[src/rtl/mem_controller_arb.sv]
// Round-robin arbiter feeding one memory bus: lane-steered writes, extended reads, misalign/timeout errors.
// Grant is combinational in IDLE; writes complete 2 cycles after grant and reads 3, with stalls while MEM_Ready/MEM_DataReady are low.
module mem_controller_arb #(
    parameter int N_PORTS = 2,
    parameter int ADDR_W  = 32,
    parameter int TIMEOUT = 255
) (
    input  logic                   Clk,
    input  logic                   Reset,
    input  logic [N_PORTS-1:0]     Execute,
    input  logic [N_PORTS-1:0]     DataWe,
    input  logic [N_PORTS*ADDR_W-1:0] Address,
    input  logic [N_PORTS*32-1:0]  InData,
    input  logic [N_PORTS*2-1:0]   DataByteEn,
    input  logic [N_PORTS-1:0]     SignExtend,
    output logic [N_PORTS-1:0]     Ready,
    output logic [N_PORTS-1:0]     Grant,
    output logic [N_PORTS-1:0]     DataReady,
    output logic [N_PORTS-1:0]     Err,
    output logic [31:0]            OutData,
    input  logic                   MEM_Ready,
    output logic                   MEM_Cmd,
    output logic                   MEM_We,
    output logic [1:0]             MEM_ByteEnable,
    output logic [ADDR_W-1:0]      MEM_Addr,
    output logic [31:0]            MEM_OutData,
    input  logic [31:0]            MEM_InData,
    input  logic                   MEM_DataReady
);
    localparam int PW    = (N_PORTS > 1) ? $clog2(N_PORTS) : 1;
    localparam int IW    = PW + 1;
    localparam int CNT_W = (TIMEOUT > 0) ? $clog2(TIMEOUT + 1) : 1;
    localparam logic [CNT_W-1:0] TO_VAL = CNT_W'(TIMEOUT);
    localparam logic [PW-1:0]    LAST   = PW'(N_PORTS - 1);

    typedef enum logic [1:0] {S_IDLE, S_ISSUE, S_WAIT, S_RESP} state_t;

    state_t               state_q;
    logic [PW-1:0]        rr_ptr_q;
    logic [PW-1:0]        owner_q;
    logic [CNT_W-1:0]     wd_q;
    logic                 sext_q;
    logic                 mem_cmd_q;
    logic                 mem_we_q;
    logic [1:0]           mem_be_q;
    logic [ADDR_W-1:0]    mem_addr_q;
    logic [31:0]          mem_wdat_q;
    logic [N_PORTS-1:0]   dready_q;
    logic [N_PORTS-1:0]   err_q;
    logic [31:0]          out_q;

    logic                 found;
    logic [PW-1:0]        win_idx;
    logic [IW-1:0]        cand;
    logic [N_PORTS-1:0]   grant_vec;
    logic [N_PORTS-1:0]   owner_oh;
    logic                 sel_we;
    logic                 sel_sext;
    logic [1:0]           sel_size;
    logic [ADDR_W-1:0]    sel_addr;
    logic [31:0]          sel_data;
    logic                 misaligned;
    logic [31:0]          wdat_d;
    logic [31:0]          shifted;
    logic [31:0]          rdat_d;
    logic                 wd_hit;

    // Search starts at rr_ptr and wraps, so a port that just finished goes to the back.
    always_comb begin
        found     = 1'b0;
        win_idx   = '0;
        cand      = '0;
        grant_vec = '0;
        if (state_q == S_IDLE && !Reset) begin
            for (int k = 0; k < N_PORTS; k++) begin
                cand = {1'b0, rr_ptr_q} + IW'(k);
                if (cand >= IW'(N_PORTS)) begin
                    cand = cand - IW'(N_PORTS);
                end
                if (!found && Execute[cand[PW-1:0]]) begin
                    found   = 1'b1;
                    win_idx = cand[PW-1:0];
                end
            end
        end
        for (int i = 0; i < N_PORTS; i++) begin
            grant_vec[i] = found && (win_idx == PW'(i));
        end
    end

    always_comb begin
        sel_we   = 1'b0;
        sel_sext = 1'b0;
        sel_size = '0;
        sel_addr = '0;
        sel_data = '0;
        owner_oh = '0;
        for (int i = 0; i < N_PORTS; i++) begin
            if (grant_vec[i]) begin
                sel_we   = DataWe[i];
                sel_sext = SignExtend[i];
                sel_size = DataByteEn[i*2 +: 2];
                sel_addr = Address[i*ADDR_W +: ADDR_W];
                sel_data = InData[i*32 +: 32];
            end
            owner_oh[i] = (owner_q == PW'(i));
        end
    end

    assign misaligned = ((sel_size == 2'b01) && sel_addr[0]) ||
                        (sel_size[1] && (sel_addr[1:0] != 2'b00));

    always_comb begin
        case (sel_size)
            2'b00:   wdat_d = {4{sel_data[7:0]}};
            2'b01:   wdat_d = {2{sel_data[15:0]}};
            default: wdat_d = sel_data;
        endcase
    end

    assign shifted = MEM_InData >> {mem_addr_q[1:0], 3'b000};

    always_comb begin
        case (mem_be_q)
            2'b00:   rdat_d = {{24{sext_q & shifted[7]}}, shifted[7:0]};
            2'b01:   rdat_d = {{16{sext_q & shifted[15]}}, shifted[15:0]};
            default: rdat_d = MEM_InData;
        endcase
    end

    // Timeout wins over a same-cycle MEM_Ready/MEM_DataReady.
    assign wd_hit = (TIMEOUT > 0) && (wd_q == TO_VAL);

    always_ff @(posedge Clk) begin
        if (Reset) begin
            state_q    <= S_IDLE;
            rr_ptr_q   <= '0;
            owner_q    <= '0;
            wd_q       <= '0;
            sext_q     <= 1'b0;
            mem_cmd_q  <= 1'b0;
            mem_we_q   <= 1'b0;
            mem_be_q   <= '0;
            mem_addr_q <= '0;
            mem_wdat_q <= '0;
            dready_q   <= '0;
            err_q      <= '0;
            out_q      <= '0;
        end else begin
            case (state_q)
                S_IDLE: begin
                    if (found) begin
                        owner_q    <= win_idx;
                        mem_we_q   <= sel_we;
                        mem_be_q   <= sel_size;
                        mem_addr_q <= sel_addr;
                        mem_wdat_q <= wdat_d;
                        sext_q     <= sel_sext;
                        wd_q       <= '0;
                        if (misaligned) begin
                            state_q  <= S_RESP;
                            dready_q <= grant_vec;
                            err_q    <= grant_vec;
                        end else begin
                            state_q   <= S_ISSUE;
                            mem_cmd_q <= 1'b1;
                        end
                    end
                end
                S_ISSUE, S_WAIT: begin
                    if (TIMEOUT > 0) begin
                        wd_q <= wd_q + CNT_W'(1);
                    end
                    if (wd_hit) begin
                        state_q   <= S_RESP;
                        mem_cmd_q <= 1'b0;
                        dready_q  <= owner_oh;
                        err_q     <= owner_oh;
                    end else if (state_q == S_ISSUE) begin
                        if (MEM_Ready) begin
                            mem_cmd_q <= 1'b0;
                            if (mem_we_q) begin
                                state_q  <= S_RESP;
                                dready_q <= owner_oh;
                            end else begin
                                state_q <= S_WAIT;
                            end
                        end
                    end else if (MEM_DataReady) begin
                        out_q    <= rdat_d;
                        state_q  <= S_RESP;
                        dready_q <= owner_oh;
                    end
                end
                S_RESP: begin
                    dready_q <= '0;
                    err_q    <= '0;
                    rr_ptr_q <= (owner_q == LAST) ? '0 : owner_q + PW'(1);
                    state_q  <= S_IDLE;
                end
                default: state_q <= S_IDLE;
            endcase
        end
    end

    assign Ready          = {N_PORTS{(state_q == S_IDLE) && !Reset}};
    assign Grant          = grant_vec;
    assign DataReady      = dready_q;
    assign Err            = err_q;
    assign OutData        = out_q;
    assign MEM_Cmd        = mem_cmd_q;
    assign MEM_We         = mem_we_q;
    assign MEM_ByteEnable = mem_be_q;
    assign MEM_Addr       = mem_addr_q;
    assign MEM_OutData    = mem_wdat_q;
endmodule

[config.mk]
export PLATFORM = sky130hd
export DESIGN_NAME = mem_controller_arb
export DESIGN_NICKNAME = d
export VERILOG_FILES = /design/src/rtl/mem_controller_arb.sv
export SDC_FILE = /design/constraint.sdc
export NUM_CORES = 1
export LEC_CHECK = 0
export BUFFER_PORTS_ARGS = -buffer_cell sky130_fd_sc_hd__clkbuf_2
export CAP_MARGIN = 20
export CORE_MARGIN = 8
export CORE_UTILIZATION = 35
export DETAILED_ROUTE_END_ITERATION = 10
export SLEW_MARGIN = 20
export SYNTH_ARGS = -nofsm -noshare
export SYNTH_HDL_FRONTEND = slang
export SYNTH_SLANG_ARGS = --single-unit
[constraint.sdc]
create_clock -name Clk -period 2.13 [get_ports Clk]
set_clock_uncertainty 0.05 [all_clocks]
set_input_delay 0.213 -clock Clk [delete_from_list [all_inputs] [get_ports Clk]]
set_output_delay 0.213 -clock Clk [all_outputs]
set_load 0.01 [all_outputs]
==> summary.txt <==
Logic synthesis
  • Sequential fraction of the synthesis area: between 40% and 50%
  • Async set-or-reset flop fraction in the synthesized netlist: 0%
  • Mean post-synth cell area: 8.881 sq um
  • Most instantiated cells after synthesis: dfxtp_1 (117), nor2_1 (97), a21oi_1 (53)
  • Top-count cell post-synth: dfxtp_1
  • Synth warn: 0
  • Synth cell types: between 60 and 70
  • Post-synth EDFFs: 0
  • Predominant post-synthesis flop cell: dfxtp_1
  • Synth top area share: 41.80%
  • Syn Inst Count: between 600 and 700
  • #FFs+latches synth: about 120
  • Synth area leader: dfxtp_1
  • Mapped Area: approximately 5600 sq um
  • Mapped Nets: approximately 810
  • Synth area leaders: dfxtp_1 (42%), nor2_1 (6.5%), a222oi_1 (5.9%)

Setup path
  • WS Path Type: flip-flop to output port
  • CP delay by family, top: buffers and inverters
  • CP arrival: 1.78 ns
  • Worst path bufs/invs: 3
  • Crit path cell chain: inv_1 -> ha_4 -> nand3b_4 -> nor2_4 -> buf_12 -> clkbuf_2
  • Startpoint Class: flip-flop
  • CP Capture Type: output port
  • Req. time, crit path: 1.87 ns
  • Worst-path fanout max: 29
  • Crit-path max cell delay: between 0.3 and 0.4 ns
  • Slowest stage cell, crit path: dfxtp_1

Global route
  • Largest net degree at the start of global routing: 42
  • All-Layer GR Usage: between 20% and 30%
  • Antenna violations before repair: 0
  • Vias in the first global route: between 6000 and 7000
  • Global-route wire length before repair: 33.66 mm
  • Global route total overflow: 0

Power
  • Logic pwr share: between 40% and 50%
  • Switching pwr: 3.916 mW
  • VDD IR max: about 0.64 mV
  • Total power: about 11 mW
  • Flop pwr share: between 20 and 30%
  • Switching share of power: about 37%
  • P_int: 6.805 mW
  • PD cells: around 1300 nW/um^2
  • Clock network power share: just under 30%
  • Leak: just under 4 nW

Floorplan
  • Top Ports: 282
  • Die width: 142.5 microns
  • Chip Height: 142.5 microns
  • Starting Density: a little over a third
  • Die area: a little over 20000 sq um
  • Total core area: about 16000 sq um
  • Row count: between 40 and 50

Clock network
  • Clock transition at the registers of the reported paths: about 0.05 ns
  • Clock H-tree levels: 4
  • CTS tree: yes
  • Worst-Skew Late Latency: around 0.42 ns
  • CTS sink count: roughly 120
  • Clock root buffer: clkbuf_16
  • CTS buffer count: 17
  • Worst-case clock buffer depth: 2

Drt
  • Antenna-violating nets left: 0
  • First drt pass iteration count: 6
  • DRC: 0
  • Vias/cell: 5.333
  • Iteration-0 DRC Markers: around 470
  • Total Wirelength: approximately 22 mm
  • Via count: between 6000 and 7000
  • WL per Instance: between 15 and 20 microns

Timing
  • Crit share post-route: about 96%
  • Least-Margin Pin Slew: 0.8425 ns
  • Max-slew violations: 0
  • Final Hold Fails: 0
  • Fin crit period: 2.039 ns
  • Max frequency: between 400 and 500 MHz
  • Setup violators final: 0
  • Relative slew margins: approximately 44%
  • Worst hold slack: 0.01055 ns

Flow run
  • Max cap viols: 0

Finish
  • Final core occ: between 50% and 60%
  • Synth-to-layout area growth: 46.60%
  • Layout cell share with drive strength beyond 1: around 40%
  • # diodes: 0
  • Final nets: about 1100

Hold path
  • Tightest Hold Check Type: input port to flip-flop

Outcome
  • Status: complete, no violations

Place
  • Post-DP HPWL: 16.33 mm
  • Port Buffer Count: between 200 and 300
  • Gp weighted congestion: a little under 0.9
-- path summary, 6_finish.rpt --
path	start	end	slack (ns)	cells past startpoint
min reg2reg	MEM_OutData[5]$_SDFFE_PP0P_	MEM_OutData[5]$_SDFFE_PP0P_	0.39	2
min	Address[60]	MEM_Addr[28]$_SDFFE_PP0P_	0.01	3
max	state_q[0]$_SDFFE_PP0P_	Grant[1]	0.09	6
max reg2reg	wd_q[0]$_SDFFE_PP0P_	OutData[15]$_SDFFE_PP0P_	0.13	6
-- worst register-to-register path: cells and delay by family, from the launching register on --
family | cells | cell delay, ns
AND/OR/NAND/NOR | 4 | 0.86
adder cells (fa/ha/maj) | 1 | 0.24
flip-flops | 1 | 0.33
AO/OA/AOI/OAI | 1 | 0.39
-- power groups by stage --
stage / Clock [mW] / Combinational, mW / Sequential, mW
floorplan: 0 / 2.37 / 3.46
global route: 3.29 / 4.79 / 3.29
CTS: 3.20 / 4.33 / 3.21
global placement: 0 / 4.25 / 3.24
finish: 3.15 / 4.37 / 3.21
detailed placement: 0 / 4.24 / 3.24
-- metrics by stage --
step	instance area (sq um)	setup TNS (ns)	setup WS [ns]	instances
floorplan	5604	0	0.1674	631
global placement	7325	0	0.04341	1110
detailed placement	7325	0	0.006413	1110
CTS	8192	0	0.02157	1162
global route	8215	-0.0008236	-0.0004803	1162
finish	8215	0	0.09090	1162
-- placed cells by master, fill, tap and decap left out, types with 7 or more instances in the layout --
master	count
buf_4	29
inv_1	13
mux2i_1	15
nand2_1	48
clkbuf_16	17
o21ai_0	27
a211oi_1	12
dfxtp_1	117
o2bb2ai_1	9
a2bb2oi_1	7
a21oi_1	53
a22o_1	14
nor2_1	97
a221o_1	9
clkbuf_2	281
a21oi_2	8
dlygate4sd3_1	19
a22oi_1	23
a222oi_1	33
-- what timing repair did --
action | CTS | global route
pin swaps | 1 | 1
setup buffers | 1 | 0
gates resized for setup | 6 | 5
hold buffers | 19 | 0
endpoints found under the setup margin | 6 | 20
hold endpoints to repair | 15 | 0
-- final cells by class --
class | instances | area [sq um]
well taps | 216 | 270.3
multi-input cells | 447 | 2967
clock inverters | 14 | 207.7
inverters | 14 | 52.55
clock buffers | 18 | 439.2
repair buffers | 336 | 1937
fillers | 1485 | 7555
flip-flops and latches | 117 | 2342
-- state kept, by name, summed over array words and instances, names as in the netlist --
register / flops
MEM_OutData: 32
owner_q: 1
Err: 2
wd_q: 8
OutData: 32
MEM_Cmd: 1
rr_ptr_q: 1
state_q: 2
DataReady: 2
MEM_Addr: 32
sext_q: 1
MEM_ByteEnable: 2
MEM_We: 1
-- cell families after synthesis --
kind of cell    Yosys count  synth area share (%)
simple gates            181                 14.89
flops                   117                 41.80
mux                      18                 3.483
buf+inv                  67                 5.649
xor+xnor                  6                0.9379
compound gates          236                 31.90
fa+ha+maj                 6                 1.340
-- routing by layer --
| metal | vias to the layer above | share of wire (%) | global-route usage [%] |
|---|---|---|---|
| li1 | 2986 | - | - |
| met1 | 2928 | 42 | 24.53 |
| met3 | 34 | 8.0 | 6.273 |
| met4 | 0 | 2.4 | 8.501 |
| met2 | 249 | 48 | 34.87 |
| met5 | - | 0 | 0 |
No activity file was read; power rests on OpenSTA's default activity.
